File: src/rtl/alu_pkg.sv
// rtl/alu_pkg.sv - shared ALU op codes and serial sequencer state encoding
//
// Purpose: op-code constants and sequencer state type used by the serial
//          ALU, the parallel ALU and their benches.
// Contents: OP_ADD/OP_SUB/OP_AND/OP_OR/OP_XOR, alu_state_e, is_arith().
package alu_pkg;

   localparam logic [2:0] OP_ADD = 3'b000;
   localparam logic [2:0] OP_SUB = 3'b001;
   localparam logic [2:0] OP_AND = 3'b010;
   localparam logic [2:0] OP_OR  = 3'b011;
   localparam logic [2:0] OP_XOR = 3'b100;

   typedef enum logic [1:0] {
      IDLE = 2'd0,
      RUN  = 2'd1,
      DONE = 2'd2
   } alu_state_e;

   // ADD and SUB are the only ops that propagate a carry/borrow.
   function automatic logic is_arith(input logic [2:0] op);
      return (op == OP_ADD) || (op == OP_SUB);
   endfunction

endpackage

File: src/rtl/alu_1bit.sv
// rtl/alu_1bit.sv - single-bit ALU slice with carry/borrow in and out
//
// Purpose: combinational one-bit ALU step.
// Ports:
//   a_i, b_i   operand bits
//   cin_i      carry in (ADD) or borrow in (SUB)
//   op_i       3-bit op code from alu_pkg
//   res_o      result bit
//   cout_o     carry out (ADD) or borrow out (SUB); 0 for other ops
// Reserved op codes produce res_o=0, cout_o=0.
module alu_1bit
   import alu_pkg::*;
(
   input  logic       a_i,
   input  logic       b_i,
   input  logic       cin_i,
   input  logic [2:0] op_i,
   output logic       res_o,
   output logic       cout_o
);

   always_comb begin
      res_o  = 1'b0;
      cout_o = 1'b0;
      case (op_i)
         OP_ADD: begin
            res_o  = a_i ^ b_i ^ cin_i;
            cout_o = (a_i & b_i) | (cin_i & (a_i ^ b_i));
         end
         OP_SUB: begin
            res_o  = a_i ^ b_i ^ cin_i;
            // Borrow when subtrahend plus incoming borrow exceeds a_i.
            cout_o = (~a_i & b_i) | (cin_i & ~(a_i ^ b_i));
         end
         OP_AND:  res_o = a_i & b_i;
         OP_OR:   res_o = a_i | b_i;
         OP_XOR:  res_o = a_i ^ b_i;
         default: res_o = 1'b0;
      endcase
   end

endmodule

File: src/rtl/alu_serial_ctrl.sv
// rtl/alu_serial_ctrl.sv - bit-serial ALU sequencer around one alu_1bit slice
//
// Purpose: accepts an operand pair and op over a valid/ready handshake,
//          computes LSB-first one bit per clock, returns result and flags
//          over a second valid/ready handshake.
// Ports:
//   clk, rst_n           clock (rising edge), async active-low reset
//   in_valid/in_ready    request handshake; in_a, in_b, in_op request payload
//   out_valid/out_ready  response handshake
//   out_result           assembled result
//   out_cout             ADD carry-out / SUB borrow-out, 0 otherwise
//   out_zero             out_result == 0
//   busy                 sequencer not idle
//   out_ovf              signed overflow for ADD/SUB (only with ALU_SERIAL_OVF_EN)
// Optional feature macro: ALU_SERIAL_OVF_EN
module alu_serial_ctrl
   import alu_pkg::*;
#(
   parameter int WIDTH = 8
)
(
   input  logic             clk,
   input  logic             rst_n,
   input  logic             in_valid,
   output logic             in_ready,
   input  logic [WIDTH-1:0] in_a,
   input  logic [WIDTH-1:0] in_b,
   input  logic [2:0]       in_op,
   output logic             out_valid,
   input  logic             out_ready,
   output logic [WIDTH-1:0] out_result,
   output logic             out_cout,
   output logic             out_zero,
   output logic             busy
`ifdef ALU_SERIAL_OVF_EN
   ,
   output logic             out_ovf
`endif
);

   localparam int CNT_W = (WIDTH > 1) ? $clog2(WIDTH) : 1;
   localparam logic [CNT_W-1:0] CNT_LAST = CNT_W'(WIDTH - 1);

   alu_state_e       state_q,  state_d;
   logic [WIDTH-1:0] a_sh_q,   a_sh_d;
   logic [WIDTH-1:0] b_sh_q,   b_sh_d;
   logic [WIDTH-1:0] res_sh_q, res_sh_d;
   logic [2:0]       op_q,     op_d;
   logic             carry_q,  carry_d;
   logic [CNT_W-1:0] cnt_q,    cnt_d;
   logic [WIDTH-1:0] result_q, result_d;
   logic             cout_q,   cout_d;
   logic             zero_q,   zero_d;
`ifdef ALU_SERIAL_OVF_EN
   logic             ovf_q,    ovf_d;
`endif

   logic             slice_res;
   logic             slice_cout;
   logic [WIDTH-1:0] res_next;

   alu_1bit u_slice (
      .a_i    (a_sh_q[0]),
      .b_i    (b_sh_q[0]),
      .cin_i  (carry_q),
      .op_i   (op_q),
      .res_o  (slice_res),
      .cout_o (slice_cout)
   );

   // Result bits enter at the MSB so the LSB-first stream lands in place
   // after exactly WIDTH shifts.
   assign res_next = {slice_res, res_sh_q[WIDTH-1:1]};

   always_ff @(posedge clk or negedge rst_n) begin
      if (!rst_n) begin
         state_q  <= IDLE;
         a_sh_q   <= '0;
         b_sh_q   <= '0;
         res_sh_q <= '0;
         op_q     <= '0;
         carry_q  <= 1'b0;
         cnt_q    <= '0;
         result_q <= '0;
         cout_q   <= 1'b0;
         zero_q   <= 1'b0;
`ifdef ALU_SERIAL_OVF_EN
         ovf_q    <= 1'b0;
`endif
      end else begin
         state_q  <= state_d;
         a_sh_q   <= a_sh_d;
         b_sh_q   <= b_sh_d;
         res_sh_q <= res_sh_d;
         op_q     <= op_d;
         carry_q  <= carry_d;
         cnt_q    <= cnt_d;
         result_q <= result_d;
         cout_q   <= cout_d;
         zero_q   <= zero_d;
`ifdef ALU_SERIAL_OVF_EN
         ovf_q    <= ovf_d;
`endif
      end
   end

   always_comb begin
      state_d  = state_q;
      a_sh_d   = a_sh_q;
      b_sh_d   = b_sh_q;
      res_sh_d = res_sh_q;
      op_d     = op_q;
      carry_d  = carry_q;
      cnt_d    = cnt_q;
      result_d = result_q;
      cout_d   = cout_q;
      zero_d   = zero_q;
`ifdef ALU_SERIAL_OVF_EN
      ovf_d    = ovf_q;
`endif
      case (state_q)
         IDLE: begin
            if (in_valid) begin
               a_sh_d  = in_a;
               b_sh_d  = in_b;
               op_d    = in_op;
               carry_d = 1'b0;
               cnt_d   = '0;
               state_d = RUN;
            end
         end
         RUN: begin
            res_sh_d = res_next;
            carry_d  = slice_cout;
            a_sh_d   = a_sh_q >> 1;
            b_sh_d   = b_sh_q >> 1;
            cnt_d    = cnt_q + CNT_W'(1);
            if (cnt_q == CNT_LAST) begin
               state_d  = DONE;
               result_d = res_next;
               cout_d   = slice_cout;
               zero_d   = (res_next == '0);
`ifdef ALU_SERIAL_OVF_EN
               // carry_q here is the carry into the MSB step.
               ovf_d    = is_arith(op_q) & (carry_q ^ slice_cout);
`endif
            end
         end
         DONE: begin
            if (out_ready) begin
               state_d = IDLE;
            end
         end
         default: state_d = IDLE;
      endcase
   end

   assign in_ready   = (state_q == IDLE);
   assign out_valid  = (state_q == DONE);
   assign busy       = (state_q != IDLE);
   assign out_result = result_q;
   assign out_cout   = cout_q;
   assign out_zero   = zero_q;
`ifdef ALU_SERIAL_OVF_EN
   assign out_ovf    = ovf_q;
`endif

endmodule
File: config.mk
export PLATFORM = sky130hd
export DESIGN_NAME = alu_serial_ctrl
export DESIGN_NICKNAME = d
export VERILOG_FILES = /design/src/rtl/alu_pkg.sv /design/src/rtl/alu_1bit.sv /design/src/rtl/alu_serial_ctrl.sv
export SDC_FILE = /design/constraint.sdc
export NUM_CORES = 1
export LEC_CHECK = 0
export BUFFER_PORTS_ARGS = -buffer_cell sky130_fd_sc_hd__buf_2
export CORE_ASPECT_RATIO = 0.8
export CORE_MARGIN = 2
export CORE_UTILIZATION = 30
export CTS_CLUSTER_DIAMETER = 60
export DETAILED_ROUTE_END_ITERATION = 16
export GPL_TIMING_DRIVEN = 1
export PLACE_DENSITY = 0.55
export SKIP_CTS_REPAIR_TIMING = 1
export SYNTH_ARGS = -nofsm -noshare
export SYNTH_HDL_FRONTEND = slang
export SYNTH_SLANG_ARGS = --single-unit
File: constraint.sdc
create_clock -name clk -period 2.97 [get_ports clk]
set_input_delay 0.1485 -clock clk [delete_from_list [all_inputs] [get_ports clk]]
set_output_delay 0.1485 -clock clk [all_outputs]
set_load 0.01 [all_outputs]
# Word level (Yosys, flattened, before mapping)
# Index checks and enable logic that the tools add are counted.
totals:
  in_bits: 23
  mem_bits_rw: 0
  rom_bits: 0
  latch_bits: 0
  wordCells: 56
  output_inout_bits: 13
  register_bits: 43
  n_memories: 0
classes:
  mux: 14
  eq_ne: 10
  n_shift: 0
  multipliers: 0
  add_sub_neg: 1
  div: 0
  order_cmp: 0
  bitwise: 11
  reduce_logical: 10
ops:
  columns: ["op", "n"]
  rows:
  - ["8-bit case mux with 2 select lines", 2]
  - ["8-bit two-way mux", 2]
  - ["8-bit logical NOT", 1]
  - ["3-bit by 2-bit equality test with 1-bit output (second input constant)", 2]
  - ["3-bit equality test (second input constant)", 2]
  - ["2-bit two-way mux", 3]
  - ["2-bit case mux with 3 select lines", 1]
  - ["3-bit case mux with 2 select lines", 1]
  - ["2-bit AND reduction", 3]
  - ["1-bit bitwise AND", 4]
  - ["2-bit inequality test (second input constant)", 2]
  - ["1-bit case mux with 2 select lines", 2]
  - ["1-bit case mux with 4 select lines", 1]
  - ["2-bit nonzero test", 2]
  - ["3-bit by 1-bit adder with 3-bit output (second input constant)", 1]
  - ["3-bit by 1-bit equality test with 1-bit output (second input constant)", 1]
  - ["3-bit logical NOT", 1]
  - ["3-bit two-way mux", 1]
  - ["1-bit bitwise OR", 3]
  - ["3-bit AND reduction", 1]
  - ["2-bit by 1-bit equality test with 1-bit output (second input constant)", 1]
  - ["2-bit equality test (second input constant)", 1]
  - ["2-bit logical NOT", 1]
  - ["2-bit by 1-bit inequality test with 1-bit output (second input constant)", 1]
  - ["4 further kinds", 6]

# Longest topological paths before layout
depth:
  word_depth: 6
  depth_mapped: 6
  mapped_depth_nobuf: 6

# By module
# A second synthesis with hierarchy kept.
unflattened:
  hier_cells: 158
  hier_area_um2: 1871.8
by_module_without_submodules:
  columns: ["module", "seq_area_each_um2", "cells_each", "area_per_inst_um2", "n_inst"]
  rows:
  - ["alu_serial_ctrl", 1051.0, 143, 1741.7, 1]
  - ["alu_1bit", 0.0, 15, 130.1, 1]

# Worst setup path before layout
# OpenSTA, ideal clock, no wires.
synth_path:
  path_type: "register to register"
  startpoint: "reg b_sh_q[0]"
  endpoint: "reg result_q[7] (netlist: out_result[7])"
  setup_time_ps: 133
  required_ps: 2837
  path_buffers: 0
  stages_incl_launch_ff: 5
  path_slack_ps: 1539
  arrival_time_ps: 1297
  synth_period_minus_slack_ps: 1431
  path_cell_list: "dfrtp_1 inv_1 fa_1 a211oi_1 o21ai_0"
synth_via:
  elab_chain_cells: 3
  word_cells_on_any_way: 5
  cone_classes: "mux: 1; bitwise: 4"
synth_rtl:
  columns: ["element", "line", "source"]
  rows:
  - ["start, declared", "alu_serial_ctrl.sv:46", "logic [WIDTH-1:0] b_sh_q, b_sh_d;"]
  - ["start signal, assigned", "alu_serial_ctrl.sv:93", "b_sh_q <= b_sh_d;"]
  - ["1-bit XOR", "alu_1bit.sv:27, alu_1bit.sv:31, alu_1bit.sv:37", null]
  - ["1-bit XOR", "alu_1bit.sv:27, alu_1bit.sv:31", null]
  - ["1-bit case mux with 4 select lines (*)", "alu_1bit.sv:25", "case (op_i)"]
  - ["end signal, assigned", "alu_serial_ctrl.sv:98", "result_q <= result_d;"]
  - ["end, declared", "alu_serial_ctrl.sv:51", "logic [WIDTH-1:0] result_q, result_d;"]
# Every way passes the cells marked *; elsewhere a longest branch is shown, timed or not.
# A chain may end at the register's enable or synchronous reset.

# Final worst setup path
layout_path:
  startpoint: "reg state_q[0]"
  endpoint: "reg a_sh_q[0]"
layout_via:
  elab_chain_cells: 3
  word_cells_on_any_way: 6
  cone_classes: "eq/ne: 2; mux: 1; reduce/logical: 3"
layout_rtl:
  columns: ["element", "line", "source"]
  rows:
  - ["start, declared", "alu_serial_ctrl.sv:44", "alu_state_e state_q, state_d;"]
  - ["start signal, assigned", "alu_serial_ctrl.sv:91", "state_q <= state_d;"]
  - ["2-bit by 1-bit equality test with 1-bit output / 2-bit logical NOT (equally long branches)", "alu_serial_ctrl.sv:121", "case (state_q)"]
  - ["2-bit nonzero test (no line) / 2-bit inequality test (equally long branches)", null, null]
  - ["2-bit AND reduction (no line)", null, null]
  - ["end signal, assigned", "alu_serial_ctrl.sv:92", "a_sh_q <= a_sh_d;"]
  - ["end, declared", "alu_serial_ctrl.sv:45", "logic [WIDTH-1:0] a_sh_q, a_sh_d;"]
# Several ways; a longest one is shown, not always the timed one.

==> impl_metrics.py <==
metrics = {
    "outcome": {
        "outcome": "finished, violations left",
        "failed_checks": "hold timing",
    },
    "yosys": {
        "yosys_warnings": 0,
        "ys_types": 24,
        "postSynthRegisterBits": 42,
        "yosysTopAreaCell": "dfrtp_1",
        "syn_area_sq_mm": 0.00191,
        "netlist_instances": 198,
        "synth_top_area_share": 0.551,
        "synth.area.top_cells": "dfrtp_1 55%, nand2_1 13%, a31oi_1 3.9%",
        "yosysSeqAreaShare": 0.551,
        "syn-num-nets": 227,
        "avgSynthCellArea_sq_um": 9.63,
    },
    "sta": {
        "rsz0062_at_grt": "no",
        "period_share": 0.552,
        "max_slew_margin": 0.365,
        "skew_ns": 0.00416,
        "setup_viol": 0,
        "slew_viol_final": 0,
        "hold_slack_ns": -0.00794,
        "post-route-min-period_ns": 1.64,
        "hold_viol_final": 6,
        "fmax_ghz": 0.610,
        "fin_ws_ns": 1.33,
        "fin_tns_setup_ns": 0,
        "worst_pin_slew_ns": 0.953,
    },
    "die": {
        "coreArea_sq_mm": 0.00604,
        "num_rows": 25,
        "die_area_sq_mm": 0.00701,
        "die_h_microns": 75.3,
        "ioPinCount": 36,
        "initial_core_util": 0.316,
        "die_width_microns": 93.1,
    },
    "setup_path": {
        "crit_path_end_kind": "register",
        "r2r_start": "state_q[0]",
        "arrival_ns": 1.82,
        "cp_max_fo": 25,
        "required_ns": 3.15,
        "cp-start-kind": "register",
        "critPathKind": "register to register",
        "startpoint": "state_q[0]",
    },
    "clock_tree": {
        "cts_max_path_buffers": 2,
        "clock-sinks": 42,
        "clk_pin_slew_ns": 0.08,
        "clock-root-buffer": "clkbuf_8",
        "clock_latency_ns": 0.29,
        "htree_levels": 2,
        "cts_tree": "done",
        "cts_buffers": 5,
    },
    "placement": {
        "hpwlAfterDp_microns": 2620,
        "placed_cells": 305,
        "routabilityCongestion": 0.726,
        "pre_cts_ws_ns": 1.30,
        "io_buffers": 35,
    },
    "final_layout": {
        "final_net_count": 260,
        "area_delta_synth_final_pct": 18.2,
        "finish.utilization": 0.373,
        "final_cell_count_no_fill": 313,
        "drive_above_1_share": 0.237,
        "antenna_cells": 0,
    },
    "power_and_ir_drop": {
        "ir_worst_vdd_mv": 0.280,
        "p_per_area_mw_per_mm2": 1030,
        "p_leak_uw": 0.00113,
    },
    "detailed_routing": {
        "viasPerCell": 4.52,
        "routed_wl_microns": 3850,
        "postRouteAntennaNets": 0,
        "route.vias.total": 1414,
        "drt-wirelength-per-cell_microns": 12.3,
        "drc_errors": 0,
        "first_iter_violations": 122,
        "dr.pass1.iters": 4,
    },
    "global_routing": {
        "antenna_found_initial": 0,
        "grt_usage": 0.122,
        "grt_max_degree": 43,
        "grt_pass1_wl_microns": 6510,
        "grt_pass1_vias": 1353,
        "grt.overflow.total": 0,
    },
    "worst_hold_path": {
        "min_path_type": "primary input to asynchronous set/reset pin",
    },
    "run": {
        "maxCapViolCount": 0,
    },
}
## placed cells by master, fill, tap and decap left out, drive strengths merged
master and instances:
nand2 68, dfrtp 42, buf 36, nor2 16, o21ai 13, a31oi 12
clkbuf 8, mux2 7, inv 5, nand2b 5, ha 4, a21oi 3
nand3 3, nor4 2, fa 2, nor3b 1, and2b 1, nor3 1
a211oi 1, mux2i 1, a22o 1
## area by class of cell
type | instances | area, sq um
fillers | 629 | 3780
well taps | 81 | 101
repair buffers | 36 | 195
inverters | 5 | 18.8
clock buffers | 8 | 110
flip-flops and latches | 42 | 1050
multi-input cells | 141 | 778
## critical path, cell delays in order, from the launching register on
cell	delay, ns
dfrtp_1	0.44
nor3b_4	0.78
nor2_1	0.08
a21oi_1	0.15
o21ai_0	0.08
## worst paths after layout
kind,cells after the start,slack (ns),endpoint
min in group clk,3,0.05,op_q[1]
worst min-delay path,1,-0.008,b_sh_q[3]
worst max-delay path,4,1.33,a_sh_q[0]
max in group asynchronous,1,2.37,a_sh_q[5]
worst max register to register,4,1.33,a_sh_q[0]
worst min register to register,2,0.48,out_cout
## routing by layer
layer,track usage,part of all wire
met4,0.0539,0.017
met3,0.0356,0.056
met2,0.172,0.41
met5,0,0
met1,0.176,0.52
## report_power, final
group | switching, uW | leakage, uW | internal [uW] | total, uW
clock | 194 | 0.0000575 | 235 | 428
sequential | 176 | 0.000524 | 825 | 1000
combinational | 518 | 0.000549 | 382 | 900
total | 887 | 0.00113 | 1440 | 2330
## registers in the layout, summed over array words and instances, names as in the netlist
signal / count
res_sh_q: 7
out_result: 8
op_q: 3
out_zero: 1
carry_q: 1
a_sh_q: 8
b_sh_q: 8
state_q: 2
out_cout: 1
cnt_q: 3
## through the flow
step | cell area, sq um | total power [uW]
final | 2250 | 2330
after CTS | 2250 | 2360
after global routing | 2250 | 2540
after global placement | 2140 | 1910
after floorplan | 1910 | 1660
after detailed placement | 2140 | 1920
## cells in the mapped netlist (all sizes together)
master  number
a31oi       12
dfrtp       42
and2b        1
buf         10
nor4         2
nand3        3
a22o         1
a21oi        3
inv          5
nor2        16
nand2b       5
fa           2
ha           4
o21ai       13
nand2       68
nor3b        1
mux2i        1
mux2         7
a211oi       1
nor3         1
## logic make-up after synthesis
family,count (synthesis),share of synthesized area
adder cells (fa/ha/maj),6,0.0472
AO/OA/AOI/OAI,30,0.0899
buffers and inverters,15,0.0407
AND/OR/NAND/NOR,97,0.217
flip-flops,42,0.551
multiplexers,8,0.0545
No activity file was read; power rests on OpenSTA's default activity.
